## src/rtl/cash_transaction_unit.sv

```systemverilog
// Cash transaction controller: collects coins, vends against credit and pays change
// greedily in DENOM_HI and unit coins through a ready/valid change hopper.
module cash_transaction_unit #(
  parameter int unsigned W          = 8,
  parameter int unsigned MAX_CREDIT = 200,
  parameter int unsigned DENOM_HI   = 10
) (
  input  logic         clk,
  input  logic         rst,
  input  logic         coin_valid,
  input  logic [W-1:0] coin_value,
  input  logic         buy_valid,
  input  logic [W-1:0] product_cost,
  input  logic         cancel,
  input  logic         chg_ready,
  output logic [W-1:0] credit,
  output logic [W-1:0] balance,
  output logic         busy,
  output logic         coin_reject,
  output logic         vend,
  output logic         insufficient,
  output logic         chg_valid,
  output logic         chg_is_hi
);

  typedef enum logic [1:0] {StIdle, StCollect, StVend, StChange} state_e;

  localparam logic [W:0]   MaxCreditExt = (W+1)'(MAX_CREDIT);
  localparam logic [W-1:0] DenomHi      = W'(DENOM_HI);
  localparam logic [W-1:0] DenomLo      = W'(1);

  state_e         state_q, state_d;
  logic [W-1:0]   credit_q, credit_d;
  logic [W-1:0]   balance_q, balance_d;
  logic           busy_q, busy_d;
  logic           coin_reject_q, coin_reject_d;
  logic           vend_q, vend_d;
  logic           insufficient_q, insufficient_d;
  logic           chg_valid_q, chg_valid_d;
  logic           chg_is_hi_q, chg_is_hi_d;

  // Decision flags shared between the next-state and output processes
  logic           ev_coin_refused;
  logic           ev_buy_ok;
  logic           ev_buy_refused;
  logic [W:0]     coin_sum;
  logic [W-1:0]   chg_step;

  always_ff @(posedge clk) begin
    if (rst) begin
      state_q        <= StIdle;
      credit_q       <= '0;
      balance_q      <= '0;
      busy_q         <= 1'b0;
      coin_reject_q  <= 1'b0;
      vend_q         <= 1'b0;
      insufficient_q <= 1'b0;
      chg_valid_q    <= 1'b0;
      chg_is_hi_q    <= 1'b0;
    end else begin
      state_q        <= state_d;
      credit_q       <= credit_d;
      balance_q      <= balance_d;
      busy_q         <= busy_d;
      coin_reject_q  <= coin_reject_d;
      vend_q         <= vend_d;
      insufficient_q <= insufficient_d;
      chg_valid_q    <= chg_valid_d;
      chg_is_hi_q    <= chg_is_hi_d;
    end
  end

  always_comb begin
    state_d         = state_q;
    credit_d        = credit_q;
    balance_d       = balance_q;
    ev_coin_refused = 1'b0;
    ev_buy_ok       = 1'b0;
    ev_buy_refused  = 1'b0;
    coin_sum        = {1'b0, credit_q} + {1'b0, coin_value};
    chg_step        = (balance_q >= DenomHi) ? DenomHi : DenomLo;
    unique case (state_q)
      StIdle, StCollect: begin
        if (cancel && (state_q == StCollect)) begin
          // Any coin arriving alongside a taken cancel or buy is handed back
          ev_coin_refused = coin_valid;
          balance_d       = credit_q;
          credit_d        = '0;
          state_d         = StChange;
        end else if (buy_valid) begin
          ev_coin_refused = coin_valid;
          if ((state_q == StCollect) && (credit_q >= product_cost)) begin
            ev_buy_ok = 1'b1;
            balance_d = credit_q - product_cost;
            credit_d  = '0;
            state_d   = StVend;
          end else begin
            ev_buy_refused = 1'b1;
          end
        end else if (coin_valid && (coin_value != '0)) begin
          if (coin_sum <= MaxCreditExt) begin
            credit_d = coin_sum[W-1:0];
            state_d  = StCollect;
          end else begin
            ev_coin_refused = 1'b1;
          end
        end
      end
      StVend: begin
        ev_coin_refused = coin_valid;
        state_d         = (balance_q != '0) ? StChange : StIdle;
      end
      StChange: begin
        ev_coin_refused = coin_valid;
        if (chg_ready && (balance_q != '0)) begin
          balance_d = balance_q - chg_step;
          if (balance_q == chg_step) begin
            state_d = StIdle;
          end
        end
      end
      default: state_d = StIdle;
    endcase
  end

  always_comb begin
    busy_d         = (state_d == StVend) || (state_d == StChange);
    coin_reject_d  = ev_coin_refused;
    vend_d         = ev_buy_ok;
    insufficient_d = ev_buy_refused;
    chg_valid_d    = (state_d == StChange);
    chg_is_hi_d    = (state_d == StChange) && (balance_d >= DenomHi);
  end

  assign credit       = credit_q;
  assign balance      = balance_q;
  assign busy         = busy_q;
  assign coin_reject  = coin_reject_q;
  assign vend         = vend_q;
  assign insufficient = insufficient_q;
  assign chg_valid    = chg_valid_q;
  assign chg_is_hi    = chg_is_hi_q;

endmodule

```

## config.mk

```make
export PLATFORM = sky130hd
export DESIGN_NAME = cash_transaction_unit
export DESIGN_NICKNAME = d
export VERILOG_FILES = /design/src/rtl/cash_transaction_unit.sv
export SDC_FILE = /design/constraint.sdc
export NUM_CORES = 1
export LEC_CHECK = 0
export ABC_CLOCK_PERIOD_IN_PS = 3900
export BUFFER_PORTS_ARGS = -buffer_cell sky130_fd_sc_hd__buf_2
export CAP_MARGIN = 20
export CELL_PAD_IN_SITES_DETAIL_PLACEMENT = 0
export CELL_PAD_IN_SITES_GLOBAL_PLACEMENT = 1
export CORE_MARGIN = 2
export CORE_UTILIZATION = 40
export CTS_CLUSTER_SIZE = 40
export DETAILED_ROUTE_END_ITERATION = 8
export PLACE_DENSITY_LB_ADDON = 0.1
export SLEW_MARGIN = 20
export SYNTH_ARGS = -nofsm -noshare
export SYNTH_HDL_FRONTEND = slang
export SYNTH_SLANG_ARGS = --single-unit
```

## constraint.sdc

```tcl
create_clock -name clk -period 3.9 [get_ports clk]
set_clock_uncertainty 0.15 [all_clocks]
set_input_delay 0.78 -clock clk [delete_from_list [all_inputs] [get_ports clk]]
set_output_delay 0.78 -clock clk [all_outputs]
set_load 0.02 [all_outputs]
```

Yosys cells after proc, flatten, opt, wreduce, memory -nomap -nowiden
Cells that the tools add are included.
{ "classes": {"addsub": 3, "mul": 0, "n_div": 0, "n_lt_le_gt_ge": 4, "n_eq_ne": 7, "shift": 0, "n_mux": 27, "n_bitwise": 2, "reduce_logical": 15} }
{ "op_table": {"columns": ["op", "count"], "rows": [
  ["8-bit 2-to-1 mux", 9],
  ["8-bit by 4-bit >= comparator with 1-bit output (second input constant)", 2],
  ["2-bit 2-to-1 mux", 8],
  ["8-bit case mux with 2 select lines", 1],
  ["8-bit nonzero test", 2],
  ["8-bit by 8-bit adder with 9-bit output", 1],
  ["9-bit by 8-bit less-or-equal comparator with 1-bit output (second input constant)", 1],
  ["2-bit == test (second input constant)", 4],
  ["8-bit by 4-bit == test with 1-bit output", 1],
  ["8-bit >= comparator", 1],
  ["8-bit by 4-bit subtractor with 8-bit output", 1],
  ["8-bit subtractor", 1],
  ["1-bit 2-to-1 mux", 6],
  ["2-bit case mux with 3 select lines", 1],
  ["3-bit nonzero test", 2],
  ["1-bit logical AND", 5],
  ["4-bit 2-to-1 mux", 1],
  ["4-bit AND reduction", 1],
  ["2-bit OR reduction", 2],
  ["4-bit OR reduction", 1],
  ["3-bit by 1-bit inequality test with 1-bit output (second input constant)", 1],
  ["2-bit by 1-bit == test with 1-bit output (second input constant)", 1],
  ["2-bit zero test", 1],
  ["1-bit NOT", 2],
  ["other kinds (2)", 2]
]} }
{ "word_totals": {"regBits": 24, "latch_bits": 0, "ramBits": 0, "romBits": 0, "inputBits": 22, "output_inout_bits": 22, "word_cells": 67, "memories": 0} }

Logic depth before layout (Yosys ltp)
Gate-level depths: netlist (run 1).
{ "depth": {"word_depth": 9, "mapped_depth": 14, "depth_no_buf": 13} }

Worst setup path after synthesis (run 1)
Ideal clock, no wire load.
{ "synth_timing": {"path_kind": "input to register", "start": "input port product_cost[0]", "end": "register chg_is_hi_q (netlist: chg_is_hi)", "setup_time_ns": 0.125, "arrival_ns": 2.901, "t_required_ns": 3.625, "path_slack_ns": 0.724, "stages": 11, "n_path_buf": 0, "cell_sequence": "ha_1 inv_1 fa_1 nand3_1 a311oi_2 o211ai_2 mux2i_1 nor2_1 a221o_1 o21a_1 o41a_1"} }
{ "synth_via": {"elab_chain_cells": 8, "word_cells_on_any_way": 14, "cone_classes": "1 x add/sub; 2 x order compare; 1 x eq/ne; 8 x mux; 2 x reduce/logical"} }
{ "synth_rtl": {"columns": ["element", "line", "text"], "rows": [
  ["start: declaration", "13", "input logic [W-1:0] product_cost,"],
  ["8-bit >= comparator", "92", "if ((state_q == StCollect) && (credit_q >= product_cost)) begin"],
  ["1-bit logical AND", "92", null],
  ["8-bit 2-to-1 mux or 2-bit 2-to-1 mux (tied branches)", "92", null],
  ["8-bit 2-to-1 mux or 2-bit 2-to-1 mux (tied branches)", "90", "end else if (buy_valid) begin"],
  ["8-bit 2-to-1 mux or 2-bit 2-to-1 mux (tied branches)", "84", "if (cancel && (state_q == StCollect)) begin"],
  ["8-bit case mux with 2 select lines or 2-bit case mux with 3 select lines (tied branches)", "82", "unique case (state_q)"],
  ["8-bit by 4-bit >= comparator with 1-bit output or 2-bit == test (tied branches)", "132", "chg_is_hi_d = (state_d == StChange) && (balance_d >= DenomHi);"],
  ["1-bit logical AND *", "132", null],
  ["end signal: assignment", "69", "chg_is_hi_q <= chg_is_hi_d;"],
  ["end: declaration", "40", "logic chg_is_hi_q, chg_is_hi_d;"]
]} }
Every way passes the cells marked *; elsewhere a longest branch is shown, timed or not.
A chain may end at the register's enable or synchronous reset.

Final worst setup path (run 1)
{ "layout_timing": {"start": "register balance_q[6] (netlist: balance[6])", "end": "register chg_is_hi_q (netlist: chg_is_hi)"} }
{ "layout_via": {"elab_chain_cells": 8, "word_cells_on_any_way": 18, "cone_classes": "1 x add/sub; 2 x order compare; 2 x eq/ne; 10 x mux; 3 x reduce/logical"} }
{ "layout_rtl": {"columns": ["element", "line", "text"], "rows": [
  ["start: declaration", "34", "logic [W-1:0] balance_q, balance_d;"],
  ["start signal: assignment", "63", "balance_q <= balance_d;"],
  ["branches (longest 7 deep; another with 8-bit by 4-bit >= comparator with 1-bit output)", null, null],
  ["1-bit logical AND *", "132", null]
]} }
Every way passes the cells marked *.

==> results of run 1 <==
-- worst max-delay path: stages, from the launching register on --
cell,delay [ns]
dfxtp_1,0.36
or4_1,0.66
a21oi_1,0.25
ha_1,0.18
inv_1,0.04
ha_1,0.21
o32a_1,0.36
nor4_1,0.44
a21oi_1,0.14
nand3_1,0.12
nand2_1,0.06
o41a_1,0.36
-- metal layers --
| layer | global-route usage | up-vias | wire (µm) |
|---|---|---|---|
| met4 | 0.0663 | 0 | 94 |
| li1 | - | 1019 | - |
| met2 | 0.387 | 63 | 2880 |
| met1 | 0.252 | 967 | 2600 |
| met3 | 0.0198 | 8 | 189 |
| met5 | 0 | - | 0 |
-- layout make-up --
type / count / area (µm²) / area share
clock buffers: 3 / 41.3 / 0.0175
clock inverters: 1 / 5.00 / 0.00212
inverters: 20 / 75.1 / 0.0318
multi-input cells: 201 / 1470 / 0.625
flip-flops and latches: 23 / 460 / 0.195
well taps: 70 / 87.6 / 0.0371
repair buffers: 43 / 215 / 0.0912
-- worst paths after layout --
path	start	to	slack [ns]	cells after the start
worst min-delay path	credit[6]	credit[6]	0.41	1
worst min register to register	credit[6]	credit[6]	0.41	1
worst max register to register	balance[6]	chg_is_hi	0.45	11
worst max-delay path	balance[6]	chg_is_hi	0.45	11
-- kinds of logic after synthesis --
family / count (synthesis) / share of synthesized area
xor gates and xnor gates: 11 / 0.0471
and+or+nand+nor: 86 / 0.228
buffers and inverters: 29 / 0.0544
AOI/OAI and AO/OA: 81 / 0.301
muxes: 3 / 0.0147
adders and majority gates: 20 / 0.130
DFF: 23 / 0.225
-- state kept, by name, indices dropped and copies added, names as in the netlist --
signal and flops:
balance 8, credit 8, state_q 2, chg_is_hi 1, chg_valid 1, coin_reject 1, insufficient 1, vend 1
-- cells in the mapped netlist, drive strengths merged (3+ instances only) --
cell and number:
nor4 3, or3 5, mux2i 3, o21bai 3, ha 18, o211ai 3
clkbuf 7, a221oi 3, nand3 6, a211oi 5, o21ai 10, xor2 4
nor3b 3, a21oi 17, nand4 3, nand2b 5, nor3 7, o21a 4
nor2b 10, dfxtp 23, nand2 16, inv 20, nor2 18, o31a 3
a22o 6, or4 3, o31ai 4, xnor2 7
-- power by group through the flow --
stage,Sequential (mW),Clock [mW],Combinational [mW]
after floorplan,0.316,0,0.299
after global placement,0.316,0,0.413
after detailed placement,0.315,0,0.411
after CTS,0.310,0.159,0.414
after global routing,0.315,0.166,0.459
final,0.310,0.155,0.414
-- stage by stage --
step           instances  utilization
2_1_floorplan        253            -
3_3_place_gp         357        0.462
3_5_place_dp         357        0.462
4_1_cts              361        0.471
5_1_grt              361        0.471
6_report             361        0.471
==> summary.md, run 1 <==
| Metric | Value |
|---|---|
| Outcome | finished, final reports clean |
| Die ar. | around 5700 µm² |
| Pin count of the biggest net entering global routing | 19 |
| Setup violations, final | 0 |
| Final hold slack | slightly above 0.4 ns |
| Synth Warn # | 0 |
| Hold buffer count at CTS | 0 |
| DRC errors left | 0 |
| Pre-CTS setup slack | approximately 0.39 ns |
| Detailed Route WL | approximately 5800 µm |
| CP Capture Type | flip-flop |
| Vias per cell | ~5.7 |
| Max FO, Critical Path | 7 |
| Relative slew slack | 0.578 |
| H-tree levels | 1 |
| Layout area overhead | 15.3% |
| P_int | ~500 µW |
| Critical path required time | roughly 4 ns |
| Rows | 26 |
| Post-Syn Area per Cell | just over 8 µm² |
| VDD IR max | approximately 0.00013 V |
| Syn Nets | between 200 and 300 |
| Post-CTS setup buffer count | 0 |
| Placer Congestion | 0.861 |
| Initial DRC Count | 100 |
| Antenna Nets Post-Route | 0 |
| Core area | ~5000 µm² |
| Filler Cell Count | 530 |
| Startpoint type of the worst setup path | flip-flop |
| Max Slew Vio Count | 0 |
| Antenna Diode Count | 0 |
| Sw Pwr | between 300 and 400 µW |
| Root buffer cell | clkbuf_8 |
| Gr ovfl total | 0 |
| Worst skew pair latency | ~0.27 ns |
| Finished Cell Area | 2360 µm² |
| Hold Vio Cnt, Final | 0 |
| Area contributors post-synth | dfxtp_1, ha_1, a21oi_1 |
| DP HPWL | 4560 µm |
| Final WS setup | around 0.45 ns |
| Worst-path clk slew | approximately 0.080 ns |
| Post-synth top area share | 0.225 |
| Power Density | between 300 and 400 nW/µm² |
| I/O Buffers | 43 |
| RSZ-0062 raised after global routing | false |
| Final min period | between 3 and 4 ns |
| Global-route usage over all layers | 0.209 |
| EDFF count, synth | 0 |
| # nets final | 334 |
| Sequential fraction of the synthesis area | 0.225 |
| Height of the chip | 75.5 µm |
| Main flop type after synthesis | dfxtp_1 |
| Leak | 1.08 nW |
| Post-Syn Area | slightly above 2000 µm² |
| Final setup TNS | 0 ns |
| Number of global-route vias before repair | 1866 |
| Die Span X | 75.5 µm |
| Max clock buf depth | 2 |
| CP arrival | between 3 and 4 ns |
| Switch share | 0.432 |
| Most frequent cells in the layout | buf_2, dfxtp_1, inv_1 |
| FMAX | between 200 and 300 MHz |
| Yosys top cell by area | dfxtp_1 |
| Period utilisation layout | 0.886 |
| Max-Cap Viols | 0 |
| Clock Power Share | 0.177 |
| Layout cells sized above 1 | 0.203 |
| Synthesized flop and latch total | 23 |
| First-pass GRT wire length | 9000 µm |
| # clock sinks | 23 |
| DR WL/cell | between 15 and 20 µm |
| Initial antenna violation count | 0 |
| Worst hold path class | flip-flop to flip-flop |
| Crit path kind | flip-flop to flip-flop |
| Seq pwr share | 0.353 |
| Synth Instances | between 200 and 300 |
| Num ports | 44 |
| Post-synth ARST share | 0 |
| Tightest Pin Transition | around 0.63 ns |
| CTS Buf Count | 3 |
| Commonest non-fill, non-tap cell in the layout | buf_2 |
| Dpl cell area | between 2000 and 2500 µm² |
| Routed vias | approximately 2100 |
| Comb power frac | 0.470 |
| Initial core utilization | 0.408 |
| Design Power | slightly below 900 µW |
| Yosys cell types | between 50 and 60 |
| CTS tree | built |
| Drt pass-1 iters | 5 |
| Resized Gates After CTS | 0 |
Note: power is estimated with default switching activity, not from simulation.
==> run 2: changes to the inputs <==
CORE_UTILIZATION = 41   (was 40)
CTS_BUF_LIST = sky130_fd_sc_hd__clkbuf_4   (was not set)
PLACE_DENSITY = 0.81   (was not set)
PLACE_DENSITY_LB_ADDON = not set   (was 0.1)
SKIP_CTS_REPAIR_TIMING = 1   (was not set)
==> summary.md, run 2 (same netlist as run 1, synthesis figures left out) <==
| Metric | Value |
|---|---|
| CTS Buf Count | 3 |
| # nets final | between 300 and 400 |
| Core area | between 4000 and 5000 µm² |
| Routed vias | a little under 2000 |
| Number of global-route vias before repair | about 1900 |
| Leak | about 1.1 nW |
| Max-Cap Viols | 0 |
| Power Density | around 350 nW/µm² |
| Crit-path leading delay family | simple AND/OR/NAND/NOR gates |
| Most frequent cells in the layout | buf_2, dfxtp_1, inv_1 |
| Root buffer cell | clkbuf_4 |
| Drt pass-1 iters | 4 |
| Gr ovfl total | 0 |
| Placer Congestion | around 0.84 |
| First-pass GRT wire length | around 8500 µm |
| # clock sinks | 23 |
| Outcome | finished, final reports clean |
| Rows | 25 |
| Max Slew Vio Count | 0 |
| Max clock buf depth | 2 |
| Crit path kind | flip-flop to flip-flop |
| Switch share | 0.433 |
| FMAX | roughly 300 MHz |
| Num ports | 44 |
| Period utilisation layout | 0.846 |
| Pin count of the biggest net entering global routing | 19 |
| WP buf/inv | 1 |
| Worst skew pair latency | 0.31 ns |
| Dpl cell area | 2310 µm² |
| Seq pwr share | 0.375 |
| Tightest Pin Transition | 0.604 ns |
| Final WS setup | 0.601 ns |
| Initial DRC Count | ~130 |
| DR WL/cell | 14.3 µm |
| Height of the chip | between 70 and 80 µm |
| Pre-CTS setup slack | 0.412 ns |
| CP max-delay cell | or4_1 |
| Global-route usage over all layers | 0.196 |
| P_int | ~470 µW |
| Final setup TNS | 0 ns |
| Initial core utilization | 0.430 |
| DRC errors left | 0 |
| Worst-path cell chain | or4_1, a21oi_1, ha_1, inv_1, ha_1, o32a_1, nor4_1, a21oi_1, nand3_1, nand2_1, o41a_1 |
| Antenna Diode Count | 0 |
| VDD IR max | 0.000144 V |
| Relative slew slack | 0.597 |
| Detailed Route WL | 5120 µm |
| H-tree levels | 1 |
| Hold Vio Cnt, Final | 0 |
| Final min period | between 3 and 4 ns |
| I/O Buffers | 43 |
| Clock Power Share | 0.135 |
| Startpoint type of the worst setup path | flip-flop |
| Layout area overhead | 14.2% |
| Initial antenna violation count | 0 |
| DP HPWL | between 4000 and 5000 µm |
| Comb power frac | 0.490 |
| RSZ-0062 raised after global routing | false |
| Layout cells sized above 1 | 0.203 |
| Vias per cell | 5.49 |
| CP arrival | 3.36 ns |
| Commonest non-fill, non-tap cell in the layout | buf_2 |
| Setup violations, final | 0 |
| Worst-path clk slew | approximately 0.12 ns |
| Final hold slack | 0.442 ns |
| Critical path required time | between 3 and 4 ns |
| Max incr delay on CP | 0.66 ns |
| CTS tree | built |
| Max FO, Critical Path | 7 |
| Die Span X | around 75 µm |
| CP Capture Type | flip-flop |
| Finished Cell Area | 2340 µm² |
| Antenna Nets Post-Route | 0 |
| Sw Pwr | 355 µW |
| Die ar. | 5570 µm² |
| Worst hold path class | flip-flop to flip-flop |
run 2: cell count changes in the layout (fill, tap and decap cells not counted):
cell | before | now
clkbuf_4 | 0 | 3
clkbuf_8 | 3 | 0
run 2: final cells by class:
type | instances | area [µm²]
inverter | 20 | 75.1
tap | 67 | 83.8
clock buffer | 3 | 22.5
fill | 487 | 2420
clock inverter | 1 | 5.00
timing repair buffer | 43 | 215
multi-input combinational | 201 | 1470
sequential | 23 | 460
run 2: worst reg2reg max path, stage by stage (launching register included):
cell and delay, ns:
dfxtp_1 0.37, or4_1 0.66, a21oi_1 0.25, ha_1 0.18, inv_1 0.04, ha_1 0.22
o32a_1 0.36, nor4_1 0.32, a21oi_1 0.12, nand3_1 0.11, nand2_1 0.06, o41a_1 0.36
run 2: per-stage QoR:
| stage | total power, mW | cells | utilization |
|---|---|---|---|
| floorplan | 0.615 | 253 | - |
| global placement | 0.716 | 354 | 0.486 |
| detailed placement | 0.714 | 354 | 0.486 |
| CTS | 0.825 | 358 | 0.491 |
| global route | 0.891 | 358 | 0.491 |
| finish | 0.820 | 358 | 0.491 |
run 2: final timing paths:
kind | endpoint | cells past startpoint | startpoint | slack (ns)
worst max-delay path | chg_is_hi | 11 | balance[7] | 0.60
worst min register to register | credit[6] | 1 | credit[6] | 0.44
worst max register to register | chg_is_hi | 11 | balance[7] | 0.60
worst min-delay path | credit[6] | 1 | credit[6] | 0.44
run 2: power by group through the flow:
stage | combinational (mW) | sequential, mW | clock, mW
finish | 0.402 | 0.307 | 0.111
detailed placement | 0.402 | 0.312 | 0
CTS | 0.404 | 0.307 | 0.114
global placement | 0.404 | 0.312 | 0
global route | 0.455 | 0.313 | 0.122
floorplan | 0.299 | 0.316 | 0
run 2: per-layer routing:
metal	share of wire	wire (µm)	vias to the layer above	GRT usage
li1	-	-	1021	-
met1	0.47	2400	905	0.249
met2	0.49	2510	35	0.357
met3	0.027	140	6	0.0241
met4	0.014	71	0	0.0417
met5	0	0	-	0
==> run 3: changes to the inputs <==
ABC_AREA = 1   (was not set)
ABC_CLOCK_PERIOD_IN_PS = 3200   (was 3900)
CORE_UTILIZATION = 40   (was 41)
PLACE_DENSITY = 0.82   (was 0.81)
clock period = 3.2 ns   (was 3.9 ns; I/O delays follow)
==> summary.md, run 3 <==
| Metric | Value |
|---|---|
| Most frequent cells in the layout | nand2_1, inv_1, nor2_1 |
| Min-Delay Endpoint | balance[4] |
| Root buffer cell | clkbuf_4 |
| Hold path depth | 2 |
| Top-count cell post-synth | nand2_1 |
| Setup violations, final | 0 |
| CP arrival | about 2.7 ns |
| Placer Congestion | around 0.89 |
| Tightest Pin Transition | between 0.4 and 0.5 ns |
| Die Span X | 81.7 µm |
| Period utilisation layout | 0.806 |
| Pre-CTS setup slack | roughly 0.38 ns |
| Max Slew Vio Count | 0 |
| Initial DRC Count | about 110 |
| I/O Buffers | between 40 and 50 |
| Max-Cap Viols | 0 |
| Gr ovfl total | 0 |
| Initial core utilization | 0.411 |
| Pin count of the biggest net entering global routing | 17 |
| Final WS setup | between 0.6 and 0.7 ns |
| Worst r2r path cells | 19 |
| Height of the chip | approximately 82 µm |
| DR WL/cell | between 10 and 15 µm |
| Synth Warn # | 0 |
| Sequential fraction of the synthesis area | 0.191 |
| Layout cells sized above 1 | 0.195 |
| Leak | between 1.5 and 2 nW |
| Yosys top cell by area | dfxtp_1 |
| Yosys cell types | between 40 and 50 |
| Hold Vio Cnt, Final | 0 |
| Met3 Wirelength | 253 µm |
| Initial antenna violation count | 0 |
| CTS tree | built |
| Design Power | around 2.9 mW |
| # clock sinks | 23 |
| Layout area overhead | 13.1% |
| Reg2Reg Setup Slack | 0.62 ns |
| RSZ-0062 raised after global routing | false |
| Worst r2r src | credit[0] |
| Worst r2r dst | chg_is_hi |
| Post-Syn Area per Cell | 6.07 µm² |
| DRC errors left | 0 |
| Die ar. | around 6700 µm² |
| Number of global-route vias before repair | between 2000 and 2500 |
| VDD IR max | about 0.00041 V |
| Max FO, Critical Path | 4 |
| CTS Buf Count | 3 |
| Antenna Nets Post-Route | 0 |
| # nets final | ~490 |
| Finished Cell Area | 2730 µm² |
| Wire length on met1 | roughly 3200 µm |
| Worst hold path class | input port to flip-flop |
| Post-Syn Area | roughly 2400 µm² |
| First-pass GRT wire length | around 11000 µm |
| CP Capture Type | flip-flop |
| Synth Instances | 398 |
| Met2 WL | 2930 µm |
| Synth top cells by count | nand2_1, inv_1, nor2_1 |
| Core area | around 6000 µm² |
| Antenna Diode Count | 0 |
| Worst skew pair latency | ~0.33 ns |
| Outcome | finished, final reports clean |
| EDFF count, synth | 0 |
| Worst hold start | rst |
| Final setup TNS | 0 ns |
| Num ports | between 40 and 50 |
| Syn Nets | 440 |
| Final min period | roughly 2.6 ns |
| Main flop type after synthesis | dfxtp_1 |
| Drt pass-1 iters | 4 |
| Rows | 28 |
| DP HPWL | ~5300 µm |
| Critical path required time | between 3 and 4 ns |
| Commonest non-fill, non-tap cell in the layout | nand2_1 |
| FMAX | 388 MHz |
| Dpl cell area | ~2700 µm² |
| Worst-path clk slew | roughly 0.15 ns |
| Power Density | 1060 nW/µm² |
| Max clock buf depth | 2 |
| Detailed Route WL | 6440 µm |
| Relative slew slack | 0.699 |
| Area contributors post-synth | dfxtp_1, nand2_1, inv_1 |
| Startpoint type of the worst setup path | flip-flop |
| Vias per cell | 4.92 |
| Crit path kind | flip-flop to flip-flop |
| H-tree levels | 1 |
| Post-synth ARST share | 0 |
| Synthesized flop and latch total | 23 |
| Post-synth top area share | 0.191 |
| Top Layer Used | met4 |
| Routed vias | roughly 2500 |
| Global-route usage over all layers | 0.204 |
[run 3: cell types whose count changed after synthesis, moves of 6 or more]
cell / previous run / this run
inv_1: 20 / 67
nor2_1: 17 / 51
nand3_1: 6 / 29
nand2_1: 16 / 105
nand2_2: 0 / 14
nor2b_1: 10 / 0
a22o_1: 6 / 0
clkbuf_1: 7 / 1
inv_2: 0 / 6
[run 3: cells by family (layout without fill, tap and decap cells)]
group,count (synthesis),count (layout),share of synthesized area
AND/OR/NAND/NOR,227,227,0.426
buffers and inverters,77,121,0.126
AO/OA/AOI/OAI,45,45,0.123
adder cells (fa/ha/maj),20,20,0.110
flip-flops,23,23,0.191
XOR/XNOR,6,6,0.0249
[run 3: where the power goes]
part           internal [mW]  switching [mW]
sequential             0.393           0.162
combinational          0.767            1.42
clock                 0.0478          0.0991
[run 3: worst max-delay path by stage]
stage                    start         to  cells past startpoint
2_1_floorplan    coin_value[0]  credit[4]                     15
3_3_place_gp   product_cost[0]  chg_is_hi                     19
3_5_place_dp   product_cost[0]  chg_is_hi                     19
6_report             credit[0]  chg_is_hi                     19
5_1_grt              credit[0]  chg_is_hi                     19
4_1_cts              credit[0]  chg_is_hi                     19
[run 3: per-layer routing]
metal  vias to the layer above  GRT usage
met1                      1132      0.278
met2                        59      0.350
li1                       1351          -
met5                         -          0
met4                         0     0.0350
met3                         4     0.0231
[run 3: cell type report]
cell class / instances / area, µm²
clock buffers: 3 / 22.5
clock inverters: 1 / 7.51
fillers: 669 / 3150
inverters: 73 / 274
multi-input cells: 298 / 1650
flip-flops and latches: 23 / 460
well taps: 75 / 93.8
repair buffers: 44 / 223
[run 3: stage by stage]
stage / hold slack [ns] / cells / util
floorplan: 0.442 / 398 / -
global placement: 0.453 / 513 / 0.459
detailed placement: 0.458 / 513 / 0.459
CTS: 0.402 / 517 / 0.464
global route: 0.396 / 517 / 0.464
finish: 0.417 / 517 / 0.464
[run 3: critical path, cell delays in order, from the launching register on]
cell and delay (ns):
dfxtp_1 0.45, inv_1 0.12, ha_1 0.19, inv_1 0.08
fa_1 0.21, nand2_1 0.06, nand2_1 0.10, nand2_2 0.07
nand2_2 0.06, nand2_2 0.07, a21oi_1 0.20, nand3_1 0.16
nand2_1 0.09, nand2_1 0.05, nand2_1 0.08, nand2_1 0.05
nor2_1 0.10, nand2_1 0.06, nor2_1 0.11, nor2_1 0.05
